--- src/rtl/edge_pkg.sv ---
// Shared types and defaults for the frame address generator.
// Imported by the interface, the raster counter and the top.
package edge_pkg;

  localparam int unsigned DefBusWidth      = 32;
  localparam int unsigned DefDimBits       = 16;
  localparam int unsigned DefBytesPerPixel = 1;

  typedef enum logic [2:0] {
    StIdle,
    StLoad,
    StRun,
    StDone,
    StErr
  } fag_state_t;

endpackage

--- src/rtl/frame_addr_gen_if.sv ---
// Pixel read-address handshake between the address generator (master)
// and the pixel-fetch block (slave).
interface frame_addr_gen_if
  import edge_pkg::*;
#(
  parameter int unsigned BUSWIDTH = DefBusWidth,
  parameter int unsigned DIM_BITS = DefDimBits
);

  logic                rd_valid;
  logic                rd_ready;
  logic [BUSWIDTH-1:0] rd_addr;
  logic [DIM_BITS-1:0] row;
  logic [DIM_BITS-1:0] col;
  logic                eol;
  logic                eof;

  modport master (
    output rd_valid,
    output rd_addr,
    output row,
    output col,
    output eol,
    output eof,
    input  rd_ready
  );

  modport slave (
    input  rd_valid,
    input  rd_addr,
    input  row,
    input  col,
    input  eol,
    input  eof,
    output rd_ready
  );

endinterface

--- src/rtl/raster_counter.sv ---
// Raster-order column/row counters. Cleared at frame load, stepped once per
// accepted pixel, and wrapped at the latched width/height.
module raster_counter
  import edge_pkg::*;
#(
  parameter int unsigned DIM_BITS = DefDimBits
) (
  input  logic                ahb_hclk,
  input  logic                n_rst,
  input  logic                clear,
  input  logic                advance,
  input  logic [DIM_BITS-1:0] w,
  input  logic [DIM_BITS-1:0] h,
  output logic [DIM_BITS-1:0] col,
  output logic [DIM_BITS-1:0] row,
  output logic                eol,
  output logic                eof
);

  logic [DIM_BITS-1:0] col_q, col_d;
  logic [DIM_BITS-1:0] row_q, row_d;

  always_comb begin
    eol = (col_q == (w - DIM_BITS'(1)));
    eof = eol & (row_q == (h - DIM_BITS'(1)));
  end

  // Stepping on the final pixel holds the counters; the owner stops the walk there.
  always_comb begin
    col_d = col_q;
    row_d = row_q;
    if (clear) begin
      col_d = '0;
      row_d = '0;
    end else if (advance) begin
      if (!eol) begin
        col_d = col_q + DIM_BITS'(1);
      end else if (!eof) begin
        col_d = '0;
        row_d = row_q + DIM_BITS'(1);
      end
    end
  end

  always_ff @(posedge ahb_hclk) begin
    if (!n_rst) begin
      col_q <= '0;
      row_q <= '0;
    end else begin
      col_q <= col_d;
      row_q <= row_d;
    end
  end

  assign col = col_q;
  assign row = row_q;

endmodule

--- src/rtl/frame_addr_gen.sv ---
// Frame address generator: latches geometry on a start edge and issues one
// pixel byte address per valid/ready handshake in raster order.
module frame_addr_gen
  import edge_pkg::*;
#(
  parameter int unsigned BUSWIDTH        = DefBusWidth,
  parameter int unsigned DIM_BITS        = DefDimBits,
  parameter int unsigned BYTES_PER_PIXEL = DefBytesPerPixel
) (
  input  logic                ahb_hclk,
  input  logic                n_rst,
  input  logic                start,
  input  logic [BUSWIDTH-1:0] width,
  input  logic [BUSWIDTH-1:0] height,
  input  logic [BUSWIDTH-1:0] readStartAddress,
  frame_addr_gen_if.master    rd,
  output logic                busy,
  output logic                done,
  output logic                cfg_err
);

  fag_state_t          state_q;
  logic                start_q;
  logic                start_pulse;
  logic [DIM_BITS-1:0] w_q;
  logic [DIM_BITS-1:0] h_q;
  logic [BUSWIDTH-1:0] addr_q;
  logic                rd_valid_q;
  logic                busy_q;
  logic                done_q;
  logic                cfg_err_q;

  logic                geom_ok;
  logic                handshake;
  logic                cnt_clear;
  logic                cnt_advance;
  logic                eol_raw;
  logic                eof_raw;
  logic [DIM_BITS-1:0] row_cnt;
  logic [DIM_BITS-1:0] col_cnt;

  assign start_pulse = start & ~start_q;
  assign handshake   = rd_valid_q & rd.rd_ready;
  assign cnt_clear   = (state_q == StLoad);
  assign cnt_advance = handshake & ~eof_raw;

  // Any bit at or above DIM_BITS makes the geometry unrepresentable.
  assign geom_ok = (width != '0) && (height != '0) &&
                   ((width >> DIM_BITS) == '0) && ((height >> DIM_BITS) == '0);

  raster_counter #(
    .DIM_BITS (DIM_BITS)
  ) u_raster_counter (
    .ahb_hclk (ahb_hclk),
    .n_rst    (n_rst),
    .clear    (cnt_clear),
    .advance  (cnt_advance),
    .w        (w_q),
    .h        (h_q),
    .col      (col_cnt),
    .row      (row_cnt),
    .eol      (eol_raw),
    .eof      (eof_raw)
  );

  always_ff @(posedge ahb_hclk) begin
    if (!n_rst) begin
      state_q    <= StIdle;
      start_q    <= 1'b0;
      w_q        <= '0;
      h_q        <= '0;
      addr_q     <= '0;
      rd_valid_q <= 1'b0;
      busy_q     <= 1'b0;
      done_q     <= 1'b0;
      cfg_err_q  <= 1'b0;
    end else begin
      start_q <= start;
      case (state_q)
        StIdle: begin
          if (start_pulse) begin
            state_q <= StLoad;
          end
        end
        StLoad: begin
          w_q    <= width[DIM_BITS-1:0];
          h_q    <= height[DIM_BITS-1:0];
          addr_q <= readStartAddress;
          if (geom_ok) begin
            state_q    <= StRun;
            rd_valid_q <= 1'b1;
            busy_q     <= 1'b1;
          end else begin
            state_q   <= StErr;
            cfg_err_q <= 1'b1;
          end
        end
        StRun: begin
          if (handshake) begin
            if (eof_raw) begin
              state_q    <= StDone;
              rd_valid_q <= 1'b0;
              busy_q     <= 1'b0;
              done_q     <= 1'b1;
            end else begin
              // Rows are contiguous, so the address simply strides per pixel.
              addr_q <= addr_q + BUSWIDTH'(BYTES_PER_PIXEL);
            end
          end
        end
        StDone: begin
          if (!start) begin
            state_q <= StIdle;
            done_q  <= 1'b0;
          end
        end
        StErr: begin
          if (!start) begin
            state_q   <= StIdle;
            cfg_err_q <= 1'b0;
          end
        end
        default: begin
          state_q <= StIdle;
        end
      endcase
    end
  end

  assign rd.rd_valid = rd_valid_q;
  assign rd.rd_addr  = addr_q;
  assign rd.row      = row_cnt;
  assign rd.col      = col_cnt;
  assign rd.eol      = rd_valid_q & eol_raw;
  assign rd.eof      = rd_valid_q & eof_raw;

  assign busy    = busy_q;
  assign done    = done_q;
  assign cfg_err = cfg_err_q;

endmodule

--- src/flat_wrapper.sv ---
// flat-port wrapper written by rule: the top's interface ports become plain ports
module frame_addr_gen_flat import edge_pkg::*;
#(
  parameter int unsigned BUSWIDTH        = DefBusWidth,
  parameter int unsigned DIM_BITS        = DefDimBits,
  parameter int unsigned BYTES_PER_PIXEL = DefBytesPerPixel
)
  (ahb_hclk, n_rst, start, width, height, readStartAddress, busy, done, cfg_err, rd_rd_valid, rd_rd_addr, rd_row, rd_col, rd_eol, rd_eof, rd_rd_ready);
  frame_addr_gen_if #(.BUSWIDTH(BUSWIDTH), .DIM_BITS(DIM_BITS)) rd_i ();
  input  logic ahb_hclk;
  input  logic n_rst;
  input  logic start;
  input  logic [BUSWIDTH-1:0] width;
  input  logic [BUSWIDTH-1:0] height;
  input  logic [BUSWIDTH-1:0] readStartAddress;
  output logic busy;
  output logic done;
  output logic cfg_err;
  output wire logic [$bits(rd_i.rd_valid)-1:0] rd_rd_valid;
  output wire logic [$bits(rd_i.rd_addr)-1:0] rd_rd_addr;
  output wire logic [$bits(rd_i.row)-1:0] rd_row;
  output wire logic [$bits(rd_i.col)-1:0] rd_col;
  output wire logic [$bits(rd_i.eol)-1:0] rd_eol;
  output wire logic [$bits(rd_i.eof)-1:0] rd_eof;
  input wire logic [$bits(rd_i.rd_ready)-1:0] rd_rd_ready;
  assign rd_rd_valid = rd_i.rd_valid;
  assign rd_rd_addr = rd_i.rd_addr;
  assign rd_row = rd_i.row;
  assign rd_col = rd_i.col;
  assign rd_eol = rd_i.eol;
  assign rd_eof = rd_i.eof;
  assign rd_i.rd_ready = rd_rd_ready;
  frame_addr_gen #(.BUSWIDTH(BUSWIDTH), .DIM_BITS(DIM_BITS), .BYTES_PER_PIXEL(BYTES_PER_PIXEL)) u_core (.ahb_hclk(ahb_hclk), .n_rst(n_rst), .start(start), .width(width), .height(height), .readStartAddress(readStartAddress), .rd(rd_i), .busy(busy), .done(done), .cfg_err(cfg_err));
endmodule
--- config.mk ---
export PLATFORM = sky130hd
export DESIGN_NAME = frame_addr_gen_flat
export DESIGN_NICKNAME = d
export VERILOG_FILES = /design/src/rtl/edge_pkg.sv /design/src/rtl/frame_addr_gen_if.sv /design/src/rtl/raster_counter.sv /design/src/rtl/frame_addr_gen.sv /design/src/flat_wrapper.sv
export SDC_FILE = /design/constraint.sdc
export NUM_CORES = 1
export LEC_CHECK = 0
export CAP_MARGIN = 20
export CORE_MARGIN = 4
export CORE_UTILIZATION = 50
export CTS_CLUSTER_DIAMETER = 100
export CTS_CLUSTER_SIZE = 14
export DETAILED_ROUTE_END_ITERATION = 12
export GPL_TIMING_DRIVEN = 1
export PLACE_DENSITY = 0.81
export SLEW_MARGIN = 20
export SYNTH_ARGS = -nofsm -noshare
export SYNTH_HDL_FRONTEND = slang
export SYNTH_SLANG_ARGS = --single-unit
--- constraint.sdc ---
create_clock -name ahb_hclk -period 5.4 [get_ports ahb_hclk]
set_input_delay 1.35 -clock ahb_hclk [delete_from_list [all_inputs] [get_ports ahb_hclk]]
set_output_delay 1.35 -clock ahb_hclk [all_outputs]
set_load 0.03 [all_outputs]
==> results.toml, run 1 <==
[outcome]
status = "finished clean"

[synth]
ys.flop_type = "dfxtp_1"
syn_inst = 883
netlist_area_um2 = 6690
synth_edf_count = 0
ys_ff_latch = 103
yosysUniqueCellTypes = 77
yosys_warnings = 0
synthArstFlopShare_pct = 0
avgSynthCellArea_um2 = 7.58
ys_seq_area_share_pct = 30.8
synth_nets = 988

[drt]
m1WireLength_um = 9480
drtIter0Drc = 705
drt-total-wl_um = 21400
dr_wl_met2_um = 9580
remaining_drc_errors = 0
num_vias = 7423
post_drt_wl_per_cell_um = 17.8
routed.top_layer = "met4"
met3WireLength_um = 1860
first_pass_iters = 5
detail-route-antenna-nets = 0
vias_per_cell = 6.19

[critical_path]
path_depth = 9
path_class = "reg -> out"
crit_path_frequent_cell = "or4b_2"
start_kind = "flip-flop"
crit_chain = "inv_1 > ha_1 > o21ba_2 > a221oi_1 > a31oi_1 > or4b_2 > or4b_2 > nor3_1 > dlymetal6s2s_1"
cp_max_fo = 11
reg2reg_depth = 11
worstPathRequired_ns = 4.05
end_kind = "output pin"
crit_family = "simple AND/OR/NAND/NOR gates"
cpPeakStageDelay_ns = 0.68
arrival_ns = 3.64
worst_path_max_delay_cell = "or4b_2"
path_buf_inv = 2

[clock_network]
cts_buffers = 9
cts_tree = "done"
htree_levels = 3
clock_latency_ns = 0.36
clockRootBuffer = "clkbuf_16"
holdBufCountCts = 0
clk_pin_slew_ns = 0.07
cts_buffer_depth = 2
cts_resized = 1
post-cts-setup-buffer-count = 0
clock_sinks = 103

[sta]
maxSlewViolCount = 0
skew_ns = 0.0111
hold_ws_ns = 0.481
setup-tns-final_ns = 0
setup_viol = 0
max_freq_mhz = 200
rsz0062_at_grt = "no"
worst_pin_slew_ns = 0.996
period_needed_ns = 4.99
final-hold-violation-count = 0
finalCritPeriodShare_pct = 92.4
relSlewSlack_pct = 33.4
worst_slack_ns = 0.412

[finish]
final_common_cell = "clkdlybuf4s50_1"
num-fill-cells = 1132
nets = 1128
drive_gt1_share_pct = 6.03
layout_common_cells = "clkdlybuf4s50_1 (168), nand2_1 (155), dfxtp_1 (103)"
area_growth_pct = 31.6
diodes = 0

[place]
port_buffers = 169
dp_slack_ns = 0.310
hpwl_um = 15500
place.gp.congestion = 0.901

[power]
p_comb_share_pct = 19.8
p_total_mw = 1.93
p_per_area_nw_per_um2 = 219
sw_frac_of_total_pct = 27.9
p_seq_share_pct = 42.5
power_switching_mw = 0.539
cell_internal_pwr_mw = 1.39
vdd_drop_max_v = 0.000142
cellLeakagePower_nw = 2.90
power.share.clock_pct = 37.7

[die]
fp-row-count = 41
die_h_um = 124
start_util_pct = 52.0
coreArea_um2 = 12900
ios = 170
die_w_um = 124
die-area_um2 = 15300

[global_route]
grt_pass1_wl_um = 34200
grt-ovfl-total = 0
grt_pass1_vias = 6837
grt_max_degree = 62
antenna_found_initial = 0
grt_use_total_pct = 28.0

[run]
maxCapViolations = 0

[worst_hold_path]
hold_path.class = "reg -> reg"
hold_depth = 2
## routing by layer
layer	global-route usage (%)	up-vias
met5	0	-
met4	9.90	0
met3	5.40	34
met2	43.7	350
met1	38.6	3458
li1	-	3581
## path summary, 6_finish.rpt
kind / start / endpoint / slack (ns)
setup reg to reg: u_core.w_q[1]$_SDFFE_PN0N_ / u_core.rd.rd_addr[23]$_SDFFE_PN0P_ / 1.65
setup / recovery: u_core.h_q[0]$_SDFFE_PN0N_ / rd_eof / 0.41
hold / removal: u_core.w_q[15]$_SDFFE_PN0N_ / u_core.w_q[15]$_SDFFE_PN0N_ / 0.48
hold reg to reg: u_core.w_q[15]$_SDFFE_PN0N_ / u_core.w_q[15]$_SDFFE_PN0N_ / 0.48
## area by class of cell
class | instances | area (um2) | share of cell area [%]
multi-input cells | 706 | 4320 | 49.1
flip-flops and latches | 103 | 2060 | 23.4
repair buffers | 183 | 1800 | 20.4
clock buffers | 10 | 239 | 2.71
well taps | 172 | 215 | 2.44
clock inverters | 6 | 92.6 | 1.05
inverters | 20 | 75.1 | 0.853
## worst register-to-register path, delay by kind of cell (launching register included)
family	cells	cell delay, ns
simple gates	5	2.04
fa+ha+maj	1	0.25
buf+inv	2	0.49
compound gates	3	0.56
flops	1	0.36
## synthesized netlist by cell type (all sizes together) (5+ instances only)
cell,instances,area share (%)
o31ai,18,2.0
a211oi,6,0.67
nand4,25,2.3
o21a,11,1.2
o211ai,11,1.2
nand2b,9,0.88
nor4,30,3.5
nand4b,5,0.65
mux2i,11,1.6
buf,17,1.7
and3,19,1.8
nor3,26,1.9
o21ai,37,2.8
clkbuf,37,2.1
and2,9,0.84
a31oi,19,1.8
inv,20,1.1
xor2,9,1.2
nand2,155,8.7
nor2,35,2.0
nand3,39,3.0
or3,20,2.0
dfxtp,103,31
ha,5,0.94
or4,23,2.7
a21oi,79,6.0
and4,5,0.65
nor4b,5,0.88
nand3b,5,0.56
nor3b,5,0.56
xnor2,27,3.5
## cell families (layout without fill, tap and decap cells)
family,Yosys count,count (layout),synth area share [%]
and+or+nand+nor,427,427,34.4
AOI/OAI and AO/OA,226,226,22.4
DFF,103,103,30.8
buffers and inverters,74,219,4.88
xor gates and xnor gates,36,36,4.71
muxes,12,12,1.81
adders and majority gates,5,5,0.935
## sequential cells by signal (all words and copies together) (netlist names)
signal / count
u_core.h_q: 16
u_core.cfg_err: 1
u_core.u_raster_counter.row: 16
u_core.u_raster_counter.col: 16
u_core.w_q: 16
u_core.state_q: 3
u_core.done: 1
u_core.start_q: 1
u_core.rd.rd_valid: 1
u_core.rd.rd_addr: 32
## power by group through the flow
stage,Combinational [mW],Sequential (mW),Clock (mW)
floorplan,0.207,0.851,0
global placement,0.373,0.836,0
detailed placement,0.377,0.837,0
CTS,0.380,0.820,0.733
global route,0.416,0.825,0.766
finish,0.383,0.822,0.728
## per-stage QoR
stage               cells  util [%]  area [um2]
floorplan             883         -        6690
global placement     1184      65.7        8460
detailed placement   1184      65.7        8460
CTS                  1200      68.4        8800
global route         1200      68.4        8800
finish               1200      68.4        8800
Power figures use the tool's default switching activity.
==> run 2, diff against run 1 <==
--- a/config.mk
+++ b/config.mk
@@ -12,6 +12,7 @@
 export CTS_CLUSTER_SIZE = 14
 export DETAILED_ROUTE_END_ITERATION = 12
 export GPL_TIMING_DRIVEN = 1
+export HOLD_SLACK_MARGIN = 0.15
 export PLACE_DENSITY = 0.81
 export SLEW_MARGIN = 20
 export SYNTH_ARGS = -nofsm -noshare
==> results of run 2 <==
The final DEF is identical to that of run 1; final timing and power are the same.
==> run 3, diff against run 2 <==
--- a/config.mk
+++ b/config.mk
@@ -6,6 +6,7 @@
 export NUM_CORES = 1
 export LEC_CHECK = 0
 export CAP_MARGIN = 20
+export CORE_ASPECT_RATIO = 0.8
 export CORE_MARGIN = 4
 export CORE_UTILIZATION = 50
 export CTS_CLUSTER_DIAMETER = 100
==> run 3 against run 2 <==
Clock skew is 0.0060 ns higher. Total power fell by 3.3%. Critical path depth unchanged. Critical endpoint unchanged. Largest cell class unchanged.
==> results.toml, run 3 (synthesis gave the netlist of run 1 again) <==
[sta]
relSlewSlack_pct = 33.5
rsz0062_at_grt = "no"
setup_viol = 0
setup-tns-final_ns = 0
worst_pin_slew_ns = 0.993
final-hold-violation-count = 0
finalCritPeriodShare_pct = 92.2
skew_ns = 0.0172
period_needed_ns = 4.98
maxSlewViolCount = 0
hold_ws_ns = 0.483
worst_slack_ns = 0.419
max_freq_mhz = 201

[finish]
fin_util_pct = 67.8
layout_common_cells = "clkdlybuf4s50_1 (168), nand2_1 (155), dfxtp_1 (103)"
area_growth_pct = 31.3
drive_gt1_share_pct = 6.03
num-fill-cells = 1130
fin_area_um2 = 8780
final_common_cell = "clkdlybuf4s50_1"
area.sequential_um2 = 2060
multi_input_area_um2 = 4320
largest_reg_flops = 32
nets = 1131
diodes = 0

[clock_network]
holdBufCountCts = 0
htree_levels = 3
clk_pin_slew_ns = 0.06
clock_latency_ns = 0.36
clock_sinks = 103
cts_tree = "done"
clockRootBuffer = "clkbuf_16"
cts_buffer_depth = 2
cts_buffers = 9

[die]
die_w_um = 137
ios = 170
coreArea_um2 = 13000
fp-row-count = 37
die_h_um = 111
start_util_pct = 51.6
die-area_um2 = 15300

[global_route]
grt_pass1_vias = 7094
grt_use_met2_pct = 43.0
grtUsageMet3_pct = 6.82
grt_use_total_pct = 28.7
grt_max_degree = 62
grt-ovfl-total = 0
grt_pass1_wl_um = 36000
antenna_found_initial = 0
grt_use_met1_pct = 42.0
grt_busiest_layer = "met2"

[worst_hold_path]
hold_path.class = "reg -> reg"

[place]
hpwl_um = 16100
place.gp.congestion = 0.911
place_area_um2 = 8490
port_buffers = 169
dp_slack_ns = 0.302

[run]
maxCapViolations = 0

[drt]
vias_per_cell = 6.24
drt-total-wl_um = 22400
first_pass_iters = 5
detail-route-antenna-nets = 0
num_vias = 7513
drtIter0Drc = 732
remaining_drc_errors = 0
post_drt_wl_per_cell_um = 18.6

[critical_path]
path_class = "reg -> out"
worstPathRequired_ns = 4.05
cp_max_fo = 11
end_kind = "output pin"
arrival_ns = 3.63
start_kind = "flip-flop"

[power]
vdd_drop_max_v = 0.000152
cellLeakagePower_nw = 2.89
p_per_area_nw_per_um2 = 213

[outcome]
status = "finished clean"
-- run 3: cell count changes in the layout (fill, tap and decap cells not counted), sizes merged --
cell / delta
bufinv: -1
clkinv: -1
clkinvlp: -1
buf: +3
inv: +1
-- run 3: worst max-delay path: stages (launching register included) --
cell            delay [ns]
dfxtp_1               0.49
inv_1                 0.08
ha_1                  0.35
o21ba_2               0.25
a221oi_1              0.23
a31oi_1               0.11
or4b_2                0.64
or4b_2                0.69
nor3_1                0.13
dlymetal6s2s_1        0.31
-- run 3: report_power, final --
| group | internal, mW | switching, mW | total (mW) |
|---|---|---|---|
| Clock | 0.358 | 0.299 | 0.658 |
| Combinational | 0.188 | 0.199 | 0.387 |
| Sequential | 0.784 | 0.0387 | 0.822 |
-- run 3: final timing paths --
path	start	endpoint	slack [ns]	cells after the start
worst min register to register	u_core.w_q[15]$_SDFFE_PN0N_	u_core.w_q[15]$_SDFFE_PN0N_	0.48	2
worst min-delay path	u_core.w_q[15]$_SDFFE_PN0N_	u_core.w_q[15]$_SDFFE_PN0N_	0.48	2
worst max-delay path	u_core.h_q[0]$_SDFFE_PN0N_	rd_eof	0.42	9
worst max register to register	u_core.w_q[0]$_SDFFE_PN0N_	u_core.rd.rd_addr[15]$_SDFFE_PN0P_	1.62	11
-- run 3: what timing repair did --
action	4_1_cts	5_1_grt
resized for setup	1	1
setup buffers	0	0
endpoints found under the hold margin	0	0
setup endpoints to repair	1	1
pin swaps	0	0
-- run 3: cell type report --
class | instances | area share [%]
clock inverter | 4 | 0.627
inverter | 20 | 0.855
tap | 175 | 2.49
timing repair buffer | 186 | 20.7
multi-input combinational | 706 | 49.2
clock buffer | 10 | 2.61
sequential | 103 | 23.5
-- run 3: stage by stage --
| stage | power, mW | cells |
|---|---|---|
| 4_1_cts | 1.87 | 1204 |
| 5_1_grt | 1.94 | 1204 |
| 2_1_floorplan | 1.06 | 883 |
| 3_5_place_dp | 1.22 | 1190 |
| 6_report | 1.87 | 1204 |
| 3_3_place_gp | 1.21 | 1190 |
-- run 3: routing by layer --
layer  routed length (um)  up-vias
met2                 9670      401
li1                     -     3584
met3                 2460       20
met5                    0        -
met4                  256        0
met1                10000     3508
